[src/rtl/pc_fetch_unit_pkg.sv]
// pc_fetch_unit_pkg: shared fetch constants and sequencer state type
package pc_fetch_unit_pkg;
  localparam int PC_W = 10;
  typedef enum logic [1:0] {IDLE, RUN, HALT} fetch_state_t;
endpackage

[src/rtl/ret_addr_stack.sv]
// ret_addr_stack: circular return-address stack; push when full overwrites the oldest entry
module ret_addr_stack #(
  parameter int DEPTH = 4,
  parameter int W = 10
) (
  input  logic         clk,
  input  logic         clr,
  input  logic         push,
  input  logic         pop,
  input  logic [W-1:0] din,
  output logic [W-1:0] top,
  output logic         full,
  output logic         empty
);
  import pc_fetch_unit_pkg::*;
  localparam int AW = $clog2(DEPTH);
  logic [W-1:0] mem [DEPTH];
  logic [AW-1:0] ptr;
  logic [AW:0] cnt;
  assign top = mem[ptr - 1'b1];
  assign full = cnt == (AW+1)'(DEPTH);
  assign empty = cnt == '0;
  always_ff @(posedge clk) begin
    if (clr) begin
      ptr <= '0;
      cnt <= '0;
    end else if (push) begin
      mem[ptr] <= din;
      ptr <= ptr + 1'b1;
      cnt <= full ? cnt : cnt + 1'b1;
    end else if (pop && !empty) begin
      ptr <= ptr - 1'b1;
      cnt <= cnt - 1'b1;
    end
  end
endmodule

[src/rtl/pc_fetch_unit.sv]
// pc_fetch_unit: program counter and fetch sequencer (start, linear fetch, branch, call/return, stall, halt)
module pc_fetch_unit #(
  parameter int PC_W = pc_fetch_unit_pkg::PC_W,
  parameter int START_ADDR = 0,
  parameter int STACK_DEPTH = 4
) (
  input  logic            clk,
  input  logic            reset,
  input  logic            start,
  input  logic            stall,
  input  logic            take_branch,
  input  logic            is_call,
  input  logic            is_ret,
  input  logic            halt_req,
  input  logic [PC_W-1:0] branch_target,
  output logic [PC_W-1:0] pc,
  output logic            fetch_valid,
  output logic            done,
  output logic            stk_ovf,
  output logic            stk_unf
);
  import pc_fetch_unit_pkg::*;
  fetch_state_t state;
  logic [PC_W-1:0] pc_inc, tos, pc_nxt;
  logic act, push, pop, clr, full, empty;
  assign act = state == RUN && !stall && !halt_req;
  assign push = act && is_call && !is_ret;
  assign pop = act && is_ret;
  assign clr = reset || (state == HALT && start);
  assign pc_inc = pc + 1'b1;
  assign pc_nxt = is_ret ? (empty ? pc_inc : tos) : (is_call || take_branch) ? branch_target : pc_inc;
  assign fetch_valid = state == RUN;
  ret_addr_stack #(.DEPTH(STACK_DEPTH), .W(PC_W)) u_stack (
    .clk(clk), .clr(clr), .push(push), .pop(pop), .din(pc_inc),
    .top(tos), .full(full), .empty(empty)
  );
  always_ff @(posedge clk) begin
    if (reset) begin
      state <= IDLE;
      pc <= PC_W'(START_ADDR);
      done <= 1'b0;
      stk_ovf <= 1'b0;
      stk_unf <= 1'b0;
    end else begin
      case (state)
        IDLE: if (start) begin
          pc <= PC_W'(START_ADDR);
          state <= RUN;
        end
        RUN: if (act) begin
          pc <= pc_nxt;
          stk_unf <= stk_unf | (is_ret & empty);
          stk_ovf <= stk_ovf | (is_call & !is_ret & full);
        end else if (!stall) begin
          state <= HALT;
          done <= 1'b1;
        end
        HALT: if (start) begin
          pc <= PC_W'(START_ADDR);
          done <= 1'b0;
          stk_ovf <= 1'b0;
          stk_unf <= 1'b0;
          state <= RUN;
        end
        default: state <= IDLE;
      endcase
    end
  end
endmodule
[config.mk]
export PLATFORM = sky130hd
export DESIGN_NAME = pc_fetch_unit
export DESIGN_NICKNAME = d
export VERILOG_FILES = /design/src/rtl/pc_fetch_unit_pkg.sv /design/src/rtl/ret_addr_stack.sv /design/src/rtl/pc_fetch_unit.sv
export SDC_FILE = /design/constraint.sdc
export NUM_CORES = 1
export LEC_CHECK = 0
export CAP_MARGIN = 20
export CORE_ASPECT_RATIO = 0.5
export CORE_UTILIZATION = 60
export CTS_CLUSTER_SIZE = 20
export DETAILED_ROUTE_END_ITERATION = 10
export PLACE_DENSITY_LB_ADDON = 0.2
export SLEW_MARGIN = 20
export SYNTH_ARGS = -nofsm -noshare
export SYNTH_HDL_FRONTEND = slang
export SYNTH_HIERARCHICAL = 1
export SYNTH_SLANG_ARGS = --single-unit
[constraint.sdc]
create_clock -name clk -period 8.47 [get_ports clk]
set_input_delay 1.694 -clock clk [delete_from_list [all_inputs] [get_ports clk]]
set_output_delay 1.694 -clock clk [all_outputs]
set_load 0.05 [all_outputs]
# Word level (Yosys, flattened, before mapping)
# Memories as Yosys holds them, arrays and structs flattened.
# Cells that the tools add are included.
# W data, S select, Z words.
# word_totals
reg_bits	20
ram_bits	40
inputBits	18
output_inout_bits	14
word_cells	77
n_memories	1
# memory_table
name	depth	width	rd	rd_clocked_by_memory_dff	wr	line	text
u_stack.mem	4	10	1	0	1	ret_addr_stack.sv:17	logic [W-1:0] mem [DEPTH];
# op_classes
n_addsub	5
eq_ne	9
mux	26
bitwise_logic	5
reduce_logical	24
# op_table
op	count
$mux W10	5
$pmux W10 S2	1
$add A10 B1 Y10 const B	1
$mux W2	5
$mux W3	3
$reduce_and A3 Y1	3
$mux W1	8
$ne A2 B2 Y1 const B	4
$logic_and A1 B1 Y1	7
$pmux W1 S2	3
$reduce_bool A2 Y1	3
$logic_not A1 Y1	4
$ne A2 B1 Y1 const B	2
$pmux W2 S2	1
$reduce_and A4 Y1	1
$add A3 B1 Y3 const B	1
$and A1 B1 Y1	3
$eq A3 B3 Y1 const B	1
$logic_not A3 Y1	1
$sub A3 B1 Y3 const B	1
$add A2 B1 Y2 const B	1
$eq A2 B1 Y1 const B	1
$eq A2 B2 Y1 const B	1
$logic_not A2 Y1	1
other kinds (5)	7

# Logic depth before layout (Yosys ltp)
# logic_depth
depth_word	8
ltp_mapped	8
depth_no_buf	7

# By module
# Netlist, hierarchy kept.
# by_module_without_submodules
module	instances	cells_per_inst	area_per_inst_um2	seq_area_each_um2
ret_addr_stack	1	100	1828.0	1301.2
pc_fetch_unit	1	129	1042.2	300.3

# Worst setup path before layout
# OpenSTA, ideal clock, no wires.
# synth_timing
path_type	input to register
start	in stall
end	reg u_stack.cnt[2]
setup_ps	95
arrival_ps	3890
required_time_ps	8375
slack_ps	4484
stages	7
n_path_buf	1
path_cell_list	or4b_4 nor3b_2 buf_2 inv_1 fa_1 or3_1 a221oi_1
# synth_between
elab_chain_cells	7
elab_cells_between_ends	11
classes_between	eq/ne: 1; mux: 1; reduce/logical: 9
# synth_rtl
item	line	text
start: declaration	pc_fetch_unit.sv:10	input logic stall,
$logic_not A1 Y1 *	-	
$logic_and A1 B1 Y1 * (2 in a row)	pc_fetch_unit.sv:26	assign act = state == RUN && !stall && !halt_req;
$logic_and A1 B1 Y1 * (2 in a row)	pc_fetch_unit.sv:27	assign push = act && is_call && !is_ret;
named net push	pc_fetch_unit.sv:25	logic act, push, pop, clr, full, empty;
$ne A2 B2 Y1 (no source line) / $reduce_bool A2 Y1 (equally long branches)	-	
$reduce_and A2 Y1 (no source line)	-	
end signal: assignment	ret_addr_stack.sv:30	cnt <= full ? cnt : cnt + 1'b1;
end signal: assignment	ret_addr_stack.sv:33	cnt <= cnt - 1'b1;
end: declaration	ret_addr_stack.sv:19	logic [AW:0] cnt;
# The timed path passes the listed nets; every way through them passes the cells marked *.
# A chain may end at the register's enable or synchronous reset.

# Final worst setup path
# Same ends and word-level chain as after synthesis.

==> results.json <==
{
  "max_slew.worst_pin.slew_ps": 1042,
  "cells_traversed_along_the_worst_timing_path": "clkdlybuf4s50_1 > or4b_4 > nor3b_2 > inv_1 > fa_1 > or3_1 > a221oi_1",
  "rows": 17,
  "grt_pass1_wl_mm": 10.38,
  "post_synth_inst_count": 229,
  "drt_pre_antenna_iters": 5,
  "setup_repair_after_global_routing_missed_its_margin": "no",
  "cp.required_ps": 8720,
  "setup.reg_to_reg.worst_slack_ps": 5380,
  "fraction_of_power_consumed_by_combinational_cells": 0.060,
  "syn-num-nets": 253,
  "holdPathEnd": "done",
  "postCtsSetupBuffers": 0,
  "synthesis.area_um2": 2870,
  "period_share": 0.5403,
  "yosysSeqAreaShare": 0.5580,
  "gr-total-overflow": 0,
  "fin_util": 0.7611,
  "buffer_ports.inserted": 31,
  "io_pins": 32,
  "outcome": "completed",
  "route.vias.total": 2068,
  "fin_tns_setup_ps": 0,
  "critical_path_arrival_ps": 4820,
  "gp_congestion": 0.7837,
  "flow.area_growth_from_synthesis_pct": 19.01,
  "hpwlAfterDp_mm": 4.530,
  "total_wire_length_mm": 6.597,
  "power.density_cell_area_nw_per_um2": 178.5,
  "tritoncts_clock_tree": "done",
  "ys_seq_elements": 60,
  "post_route_cells_drive_above_1_share": 0.1461,
  "layout_min_cycle_time_ps": 4576,
  "postcts_resize_cnt": 0,
  "min_delay_path_depth": 2,
  "dieWidth_um": 99.82,
  "yosysUniqueCellTypes": 58,
  "yosysWarningCount": 6,
  "die_h_um": 50.91,
  "fin_nets": 286,
  "fmax_ghz": 0.2185,
  "cts_root_buffer": "sky130_fd_sc_hd__clkbuf_8",
  "reg2reg_to": "u_stack/cnt[2]",
  "h-tree-depth": 3,
  "num_antenna_cells": 0,
  "finalNonFillerCells": 333,
  "via_count_of_the_first_global_routing_pass": 2070,
  "reg2reg_depth": 6,
  "post-place-cells": 317,
  "worst_path_max_delay_cell": "sky130_fd_sc_hd__nor3b_2",
  "setup_viol": 0,
  "global_route.usage.total": 0.2929,
  "cts-buffers-inserted": 9,
  "cts.clk_slew.worst_paths_ps": 60,
  "worst_case_clock_skew_ps": 4.686,
  "placement.setup.worst_slack_ps": 3597,
  "postSynthAreaPerCell_um2": 12.53,
  "synth_enable_flop_cells": 40,
  "timing.critical_path.slowest_cell_delay_ps": 710,
  "core_um2": 4488,
  "tightest_hold_check_type": "reg2reg",
  "crit-reg2reg-launch": "state[1]",
  "slew-limit-headroom": 0.2997,
  "p_sw_uw": 131.5,
  "drt_drc_violations_left": 0,
  "die_area_um2": 5081,
  "critical_path_peak_fanout": 14,
  "static-leakage-power_nw": 1.189,
  "ctsHoldBuffers": 0,
  "async_flop_share": 0,
  "drv.max_cap_violation_count": 0,
  "clock_sinks": 60,
  "fill_cells": 272,
  "grt_start_max_net_pins": 15,
  "cp-end-kind": "register",
  "sequential_power_share": 0.514,
  "critical_path_class": "in2reg",
  "power.ir.vdd_worst_mv": 0.1301,
  "postSynth.topFlopCell": "sky130_fd_sc_hd__edfxtp_1",
  "critical_path.startpoint_type": "input pin",
  "netSwitchingFraction": 0.2157,
  "cts_buffer_depth": 2,
  "initial_antenna_violation_count": 0,
  "cell_internal_pwr_uw": 478.3,
  "drt-initial-drc-count": 143,
  "initial_utilization": 0.6395,
  "final_antenna_net_count": 0,
  "setup_slack_ps": 3894,
  "avg_wl_per_cell_um": 19.81,
  "final-max-slew-violation-count": 0,
  "hp-start": "done",
  "finalHoldViolations": 0,
  "pwr-share-clk": 0.426,
  "clock_latency_ps": 340,
  "post_drt_via_cell_ratio": 6.210
}
worst max-delay path, delay by kind of cell:
kind | cells | cell delay [ps]
buffers and inverters | 2 | 690
adder cells (fa/ha/maj) | 1 | 510
AND/OR/NAND/NOR | 3 | 1700
AO/OA/AOI/OAI | 1 | 230
cell usage in the layout (no fill, tap or decap), drive strengths merged, types with 5 or more instances in the layout:
cell,n
dfxtp,20
nand3,5
o21ai,10
clkdlybuf4s50,31
nor2,18
or3,5
edfxtp,40
ha,5
nand2,15
and2,5
inv,11
mux4,10
a21oi,10
clkbuf,12
metal layers:
metal	global-route usage	share of wire
met1	0.3581	0.40
met2	0.4586	0.47
met3	0.1245	0.095
met4	0.1324	0.034
met5	0	0
cells by family (layout without fill, tap and decap cells):
kind of cell / Yosys count / count (layout) / share of synthesized area
simple gates: 69 / 69 / 0.1369
flops: 60 / 60 / 0.5580
compound gates: 53 / 53 / 0.1317
buf+inv: 21 / 59 / 0.03444
mux: 12 / 12 / 0.08588
xor+xnor: 8 / 8 / 0.02441
fa+ha+maj: 6 / 6 / 0.02877
sequential cells by signal, indices dropped and copies added (netlist names):
register	cells
u_stack/cnt	3
done	1
pc	10
state	2
u_stack/ptr	2
u_stack/mem	40
stk_ovf	1
stk_unf	1
metrics by stage:
| step | area, um2 | power (mW) | hold WS [ps] |
|---|---|---|---|
| final | 3416 | 0.6099 | 450.8 |
| after global placement | 3213 | 0.3546 | 433.2 |
| after floorplan | 2870 | 0.3397 | 486.2 |
| after CTS | 3416 | 0.6156 | 456.3 |
| after global routing | 3416 | 0.6303 | 481.5 |
| after detailed placement | 3213 | 0.3553 | 447.0 |
layout make-up:
cell class | count | area (um2) | share of cell area
clock buffer | 12 | 155.1 | 0.04542
clock inverter | 4 | 47.55 | 0.01392
inverter | 11 | 41.29 | 0.01209
multi-input combinational | 148 | 1170 | 0.3425
sequential | 60 | 1602 | 0.4689
tap | 66 | 82.58 | 0.02418
timing repair buffer | 32 | 317.8 | 0.09304
power by group through the flow:
stage / Clock, mW / Combinational (mW) / Sequential [mW]
floorplan: 0 / 0.0177 / 0.322
global route: 0.278 / 0.0387 / 0.314
CTS: 0.266 / 0.0360 / 0.314
finish: 0.260 / 0.0364 / 0.314
detailed placement: 0 / 0.0354 / 0.320
global placement: 0 / 0.0347 / 0.320
how the worst max path moves through the flow:
stage / start / endpoint / slack (ps)
after floorplan: stall / u_stack/cnt[2] / 4480
after global placement: stall / u_stack/cnt[2] / 3720
after detailed placement: stall / u_stack/cnt[2] / 3600
after CTS: stall / u_stack/cnt[2] / 3930
after global routing: stall / u_stack/cnt[2] / 3760
final: stall / u_stack/cnt[2] / 3890
cells in the mapped netlist, types with 2 or more instances:
cell	number	share of area
sky130_fd_sc_hd__nand2_1	14	0.018
sky130_fd_sc_hd__o31ai_1	2	0.0052
sky130_fd_sc_hd__a31o_1	2	0.0061
sky130_fd_sc_hd__xor2_1	4	0.012
sky130_fd_sc_hd__a21oi_1	10	0.017
sky130_fd_sc_hd__inv_1	11	0.014
sky130_fd_sc_hd__a32oi_1	2	0.0061
sky130_fd_sc_hd__a21o_1	2	0.0052
sky130_fd_sc_hd__o21ai_0	7	0.012
sky130_fd_sc_hd__buf_4	2	0.0052
sky130_fd_sc_hd__clkbuf_1	2	0.0026
sky130_fd_sc_hd__nor2b_1	4	0.0087
sky130_fd_sc_hd__ha_1	5	0.022
sky130_fd_sc_hd__nor3_1	4	0.0070
sky130_fd_sc_hd__nand3_1	5	0.0087
sky130_fd_sc_hd__or3_1	4	0.0087
sky130_fd_sc_hd__xnor2_1	4	0.012
sky130_fd_sc_hd__nor2_1	17	0.022
sky130_fd_sc_hd__and2_1	4	0.0087
sky130_fd_sc_hd__o21ai_1	3	0.0052
sky130_fd_sc_hd__mux4_2	10	0.078
sky130_fd_sc_hd__o21a_1	2	0.0052
sky130_fd_sc_hd__a22o_1	2	0.0061
sky130_fd_sc_hd__dfxtp_1	20	0.14
sky130_fd_sc_hd__nand2b_1	4	0.0087
sky130_fd_sc_hd__a211o_1	3	0.0092
sky130_fd_sc_hd__a2111oi_0	2	0.0061
sky130_fd_sc_hd__buf_2	4	0.0070
sky130_fd_sc_hd__o22ai_1	4	0.0087
sky130_fd_sc_hd__o221ai_1	3	0.0092
sky130_fd_sc_hd__edfxtp_1	40	0.42
Note: power is estimated with default switching activity, not from simulation.
